==> src/rtl/dmem_arbiter.sv <==
// dmem_arbiter: shares the data-memory port between the core load/store path
// (zero-latency, stalled when it loses) and a valid/ready host port (DMA, debug,
// loading) with a registered read return. Round-robin arbitration, with an
// optional host burst lock bounded by MAX_HOLD consecutive host grants.
// Optional feature: define DMEM_ARB_STATS_EN to build the contention counters.
module dmem_arbiter #(
  parameter int ADDR_W   = 32,
  parameter int DATA_W   = 32,
  parameter int MAX_HOLD = 4
) (
  input  logic              clk,
  input  logic              reset,
  input  logic              core_req,
  input  logic              core_we,
  input  logic [ADDR_W-1:0] core_addr,
  input  logic [DATA_W-1:0] core_wdata,
  output logic [DATA_W-1:0] core_rdata,
  output logic              core_stall,
  input  logic              host_req,
  input  logic              host_we,
  input  logic              host_lock,
  input  logic [ADDR_W-1:0] host_addr,
  input  logic [DATA_W-1:0] host_wdata,
  output logic              host_ready,
  output logic [DATA_W-1:0] host_rdata,
  output logic              host_rvalid,
  output logic              mem_we,
  output logic [ADDR_W-1:0] mem_addr,
  output logic [DATA_W-1:0] mem_wdata,
  input  logic [DATA_W-1:0] mem_rdata,
  output logic [31:0]       stat_conflicts,
  output logic [31:0]       stat_core_stalls
);

  typedef enum logic {
    GRANT_CORE = 1'b0,
    GRANT_HOST = 1'b1
  } grant_e;

  localparam logic [3:0] MAX_HOLD_C = 4'(MAX_HOLD);

  grant_e            last_grant_r;
  grant_e            last_grant_nxt_s;
  logic [3:0]        hold_cnt_r;
  logic [3:0]        hold_cnt_nxt_s;
  logic              core_grant_s;
  logic              host_grant_s;
  logic              host_rvalid_r;
  logic [DATA_W-1:0] host_rdata_r;
  logic              mem_we_s;
  logic [ADDR_W-1:0] mem_addr_s;
  logic [DATA_W-1:0] mem_wdata_s;

  // Grant decision: single winner per cycle; lock keeps the host on top until MAX_HOLD.
  always_comb begin
    core_grant_s = 1'b0;
    host_grant_s = 1'b0;
    if (reset) begin
      core_grant_s = 1'b0;
      host_grant_s = 1'b0;
    end else if (core_req && host_req) begin
      if (host_lock && (last_grant_r == GRANT_HOST) && (hold_cnt_r < MAX_HOLD_C)) begin
        host_grant_s = 1'b1;
      end else if (last_grant_r == GRANT_HOST) begin
        core_grant_s = 1'b1;
      end else begin
        host_grant_s = 1'b1;
      end
    end else if (core_req) begin
      core_grant_s = 1'b1;
    end else if (host_req) begin
      host_grant_s = 1'b1;
    end else begin
      core_grant_s = 1'b0;
      host_grant_s = 1'b0;
    end
  end

  // Next arbitration state: remember the last winner, count consecutive host grants.
  always_comb begin
    last_grant_nxt_s = last_grant_r;
    hold_cnt_nxt_s   = 4'd0;
    if (host_grant_s) begin
      last_grant_nxt_s = GRANT_HOST;
      hold_cnt_nxt_s   = (hold_cnt_r < MAX_HOLD_C) ? (hold_cnt_r + 4'd1) : hold_cnt_r;
    end else if (core_grant_s) begin
      last_grant_nxt_s = GRANT_CORE;
      hold_cnt_nxt_s   = 4'd0;
    end else begin
      last_grant_nxt_s = last_grant_r;
      hold_cnt_nxt_s   = 4'd0;
    end
  end

  // Arbitration state register; core wins the first conflict after reset.
  always_ff @(posedge clk) begin
    if (reset) begin
      last_grant_r <= GRANT_HOST;
      hold_cnt_r   <= 4'd0;
    end else begin
      last_grant_r <= last_grant_nxt_s;
      hold_cnt_r   <= hold_cnt_nxt_s;
    end
  end

  // Memory port mux: the winner drives the port, idle cycles park on core inputs.
  always_comb begin
    mem_we_s    = 1'b0;
    mem_addr_s  = core_addr;
    mem_wdata_s = core_wdata;
    if (host_grant_s) begin
      mem_we_s    = host_we;
      mem_addr_s  = host_addr;
      mem_wdata_s = host_wdata;
    end else if (core_grant_s) begin
      mem_we_s    = core_we;
      mem_addr_s  = core_addr;
      mem_wdata_s = core_wdata;
    end else begin
      mem_we_s    = 1'b0;
      mem_addr_s  = core_addr;
      mem_wdata_s = core_wdata;
    end
  end

  // Host read return: capture memory data on the acceptance edge, pulse valid once.
  always_ff @(posedge clk) begin
    if (reset) begin
      host_rvalid_r <= 1'b0;
      host_rdata_r  <= {DATA_W{1'b0}};
    end else begin
      host_rvalid_r <= host_grant_s && !host_we;
      if (host_grant_s && !host_we) begin
        host_rdata_r <= mem_rdata;
      end else begin
        host_rdata_r <= host_rdata_r;
      end
    end
  end

  assign core_rdata  = mem_rdata;
  assign core_stall  = core_req && !core_grant_s;
  assign host_ready  = host_grant_s;
  assign host_rdata  = host_rdata_r;
  assign host_rvalid = host_rvalid_r;
  assign mem_we      = mem_we_s;
  assign mem_addr    = mem_addr_s;
  assign mem_wdata   = mem_wdata_s;

`ifdef DMEM_ARB_STATS_EN
  localparam logic [31:0] STAT_MAX = 32'hFFFF_FFFF;

  logic [31:0] stat_conflicts_r;
  logic [31:0] stat_core_stalls_r;

  // Saturating contention counters, frozen at zero while in reset.
  always_ff @(posedge clk) begin
    if (reset) begin
      stat_conflicts_r   <= 32'd0;
      stat_core_stalls_r <= 32'd0;
    end else begin
      if (core_req && host_req && (stat_conflicts_r != STAT_MAX)) begin
        stat_conflicts_r <= stat_conflicts_r + 32'd1;
      end else begin
        stat_conflicts_r <= stat_conflicts_r;
      end
      if (core_stall && (stat_core_stalls_r != STAT_MAX)) begin
        stat_core_stalls_r <= stat_core_stalls_r + 32'd1;
      end else begin
        stat_core_stalls_r <= stat_core_stalls_r;
      end
    end
  end

  assign stat_conflicts   = stat_conflicts_r;
  assign stat_core_stalls = stat_core_stalls_r;
`else
  assign stat_conflicts   = 32'd0;
  assign stat_core_stalls = 32'd0;
`endif

endmodule

==> config.mk <==
export PLATFORM = sky130hd
export DESIGN_NAME = dmem_arbiter
export DESIGN_NICKNAME = d
export VERILOG_FILES = /design/src/rtl/dmem_arbiter.sv
export SDC_FILE = /design/constraint.sdc
export NUM_CORES = 1
export LEC_CHECK = 0
export ABC_CLOCK_PERIOD_IN_PS = 4400
export CAP_MARGIN = 10
export CORE_AREA = 2 2 139 141
export CTS_CLUSTER_SIZE = 20
export DETAILED_ROUTE_END_ITERATION = 6
export DIE_AREA = 0 0 141 143
export HOLD_SLACK_MARGIN = 0.1
export SLEW_MARGIN = 20
export SYNTH_ARGS = -nofsm -noshare
export SYNTH_HDL_FRONTEND = slang
export SYNTH_SLANG_ARGS = --single-unit
==> constraint.sdc <==
create_clock -name clk -period 4.4 [get_ports clk]
set_clock_uncertainty 0.2 [all_clocks]
set_input_delay 1.1 -clock clk [delete_from_list [all_inputs] [get_ports clk]]
set_output_delay 1.1 -clock clk [all_outputs]
set_load 0.02 [all_outputs]
Word level (Yosys, flattened, before mapping)
Cells that the tools add are included.

Bits in registers: 38. Latch bits: 0. Memory bits (writable): 0. Memory bits (read-only): 0. Bits of input ports: 167. Output and inout bits: 196. Logic and storage cells: 31. Memories kept: 0.

Add/subtract/negate cells: 1. Multipliers: 0. Div/mod/pow operators: 0. Order comparisons: 1. Eq/ne operators: 0. Shifts and indexed selects: 0. Mux-type cells: 15. Bitwise logic cells: 1. Reductions and logical operators: 9.

Operators by type and width (count): $mux W32 (2); $mux W1 (13); $logic_and A1 B1 Y1 (5); $add A4 B1 Y4 const B (1); $lt A4 B3 Y1 const B (1); $reduce_or A2 Y1 (2); $logic_not A1 Y1 (2); $not A1 Y1 (1).

Logic depth before layout (Yosys ltp)
Gate-level depths: netlist (run 1).

Word-level depth: 7. Depth in mapped cells: 5. Depth with buffers taken out: 3.

Worst setup path before layout (run 1)
Ideal clock, no wire load.

Kind: input-to-output. Start: in host_lock. End: out mem_addr[0]. Arrival: 2.097 ns. Data required time: 3.100 ns. Path slack: 1.003 ns. Stages on the path: 4. Path buffers: 1. Cells stage by stage: nor3b_4 o211ai_4 buf_6 mux2_4.

Word-level cells in the longest chain between the ends: 6.

Ends and longest elaborated chain: start, declared (line 21) `input logic host_lock,`; $logic_and A1 B1 Y1 (2 in a row) (line 62) `if (host_lock && (last_grant_r == GRANT_HOST) && (hold_cnt_r < MAX_HOLD_C)) begin`; $mux W1 (line 62); $mux W1 (line 61) `end else if (core_req && host_req) begin`; $mux W1 (line 58) `if (reset) begin`; $mux W32 (line 111) `if (host_grant_s) begin`; end, declared (line 28) `output logic [ADDR_W-1:0] mem_addr,`.

No other way between the ends.

Final worst setup path (run 1)
Start: in core_req. End: out mem_we.

Word-level cells in the longest chain between the ends: 5. Elaborated cells on any way between the ends: 9. Those cells by class: 8 x mux; 1 x reduce/logical.

Ends and longest elaborated chain: start, declared (line 13) `input logic core_req,`; $mux W1 / $logic_and A1 B1 Y1 (equally long branches) (line 69, 61); $mux W1 (line 61); $mux W1 (line 58); $mux W1 (line 115) `end else if (core_grant_s) begin`; $mux W1 (*) (line 111); end, declared (line 27) `output logic mem_we,`.

Every way passes the cells marked *; elsewhere a longest branch is shown, timed or not.

==> flow_summary.ini, run 1 <==
[status]
outcome = finished, final reports clean

[placement]
portBuffers = 298
place_inst = 845
gp_congestion = 0.775
dp_hpwl_mm = 11.0

[setup_path]
cpMostUsedCell = clkdlybuf4s50_1
critPathTopFamily = buffers and inverters
arrival_ns = 2.98
r2r_cells = 5
worst-setup-path-type = in -> out
start_kind = input port
cp_slowest_cell = clkdlybuf4s50_1
reg2reg_slack_ns = 2.47
crit_fanout = 4
critPathLaunch = core_req
path_buf_inv = 3
required_ns = 3.10
path_cells = clkdlybuf4s50_1 > nand2_2 > buf_4 > a221o_1 > a21oi_1 > clkdlybuf4s50_1
end_kind = primary output
cpPeakStageDelay_ns = 0.63
reg2reg_to = host_rdata[10]
reg2reg_from = hold_cnt_r[2]

[die]
ioPinCount = 363
die_w_um = 141
die_y_um = 143
coreArea_mm2 = 0.0186
dieArea_mm2 = 0.0202
rows = 50
start_util = 0.180

[clock_tree]
cts_buffers = 5
cts.htree.levels = 2
insertion_delay_ns = 0.28
cts_tree = built
path_clk_slew_ns = 0.06
clockRootBuffer = clkbuf_16
postCtsSetupBuffers = 0
cts_buffer_depth = 2
clkSinkCount = 38

[synthesis]
ys_ff_latch = 38
async_reset_ff_frac = 0
netlist_area_mm2 = 0.00334
synth_top_area_cell = mux2_4
yosysMostFrequentCell = buf_4
syn_area_per_cell_um2 = 9.81
synth-seq-area-share = 0.227
synth_cells = 341
ys.flop_type = dfxtp_1
synth_top_area_share = 0.287
synth_cell_types = 24
yosys-top-cells-count = 97 x buf_4, 66 x nand2_1, 64 x mux2_4
synth.yosys.warnings = 0
synth-edff-count = 0
synthTopCellsByArea = mux2_4 29%, dfxtp_1 23%, buf_4 22%

[power]
finalPower_uw = 1480
total_leakage_power_uw = 0.00295
irDropWorstVdd_uv = 157
cellPowerDensity_mw_per_mm2 = 231

[finish]
nets = 786
n_antenna_cell = 0
fin_cells = 853
drive_gt1_frac = 0.168
area_growth_pct = 91.1

[route]
post_drt_wl_per_cell_um = 15.3
drtPass1Iterations = 4
ant_nets = 0
routed_wl_mm = 13.1
drc_errors = 0
drt_iter0_drc = 51
vias = 3070
viasPerCell = 3.60

[sta]
setup_tns_ns = 0
rsz0062_at_grt = no
hold_ws_ns = 0.254
fmax_ghz = 0.234
slew_headroom = 0.589
min_period_ns = 4.28
setup_viol = 0
worst_pin_slew_ns = 0.616
fin_crit_sh = 0.972
final_hold_viol_count = 0
slew_violations = 0

[global_routing]
met3_usage = 0.0453
top_usage_layer = met2
grt_overflow = 0
grt_pass1_wl_mm = 18.1
antenna_found_initial = 0
met1_usage = 0.145
grt_usage = 0.118
grt_pass1_vias = 3045
grt_max_degree = 65
met2_usage = 0.198

[hold_path]
hold_depth = 2
hold_end = host_rdata[4]
holdCritStartpoint = host_rdata[4]
hold_class = reg -> reg

[job]
drv_cap = 0
-- how the worst max path moves through the flow --
stage                         to  cells past startpoint
detailed placement  mem_wdata[8]                      7
global placement    mem_wdata[8]                      7
global route              mem_we                      6
floorplan            mem_addr[0]                      4
CTS                  mem_addr[9]                      7
finish                    mem_we                      6
-- routing by layer --
metal  share of wire  wire length, µm
met1            0.42             5450
met2            0.47             6090
met3            0.10             1370
met4           0.011              142
met5               0                0
-- area by class of cell --
class	instances	area [µm²]
Fill cell	1914	12200
Timing Repair Buffer	321	3190
Multi-Input combinational cell	247	1930
Sequential cell	38	761
Tap cell	234	293
Clock buffer	5	125
Clock inverter	3	68.8
Inverter	5	18.8
-- what timing repair did --
action	CTS	global route
hold buffers	0	0
gates resized for setup	48	12
setup endpoints to repair	48	12
-- worst reg2reg max path: cells and delay by family, from the launching register on --
kind	cells	cell delay (ns)
buffers and inverters	2	0.61
DFF	1	0.36
muxes	1	0.28
and+or+nand+nor	1	0.26
AOI/OAI and AO/OA	1	0.16
-- sequential cells by signal, summed over array words and instances, names as in the netlist --
signal,flops
last_grant_r,1
host_rdata,32
host_rvalid,1
hold_cnt_r,4
-- stage by stage --
stage                     cell area, µm²  setup slack [ns]   util
after floorplan                     3580              1.00      -
after global placement              6230           -0.0665  0.335
after detailed placement            6230           -0.0609  0.335
after CTS                           6360          0.000402  0.342
after global routing                6390            0.0492  0.344
final                               6390             0.122  0.344
-- cell families after synthesis --
| family | share of synthesized area |
|---|---|
| multiplexers | 0.383 |
| AO/OA/AOI/OAI | 0.0277 |
| adder cells (fa/ha/maj) | 0.00374 |
| XOR/XNOR | 0.00262 |
| buffers and inverters | 0.265 |
| other | 0.00112 |
| flip-flops | 0.227 |
| AND/OR/NAND/NOR | 0.0890 |
-- where the power goes --
| group | switching (µW) | internal [µW] | total [µW] |
|---|---|---|---|
| combinational | 290 | 343 | 633 |
| sequential | 7.92 | 361 | 368 |
| clock | 151 | 326 | 477 |
-- placed cells by master (no fill, tap or decap) --
master             n
a211o_1            1
a21oi_1            3
a221o_1            1
and2_1             1
buf_12             6
buf_4             21
bufinv_16          2
clkbuf_16          5
clkdlybuf4s50_1  234
clkinv_4           1
conb_1            64
dfxtp_1           38
dlygate4sd2_1     48
dlymetal6s2s_1    12
ha_1               1
inv_1              4
inv_2              1
mux2_4            64
mux2i_1           32
nand2_1           66
nand2_2            1
nor2_1             5
nor3b_4            1
o211a_2            1
o211ai_1           1
o211ai_4           1
o21a_1             2
o21ai_0            1
xnor2_1            1
No activity file was read; power rests on OpenSTA's default activity.
==> inputs of run 2 (changes only) <==
--- a/config.mk
+++ b/config.mk
@@ -5,8 +5,6 @@
 export SDC_FILE = /design/constraint.sdc
 export NUM_CORES = 1
 export LEC_CHECK = 0
-export ABC_CLOCK_PERIOD_IN_PS = 4400
-export CAP_MARGIN = 10
 export CORE_AREA = 2 2 139 141
 export CTS_CLUSTER_SIZE = 20
 export DETAILED_ROUTE_END_ITERATION = 6
==> results of run 2 <==
Final layout, timing and power as in run 1 (identical DEF).
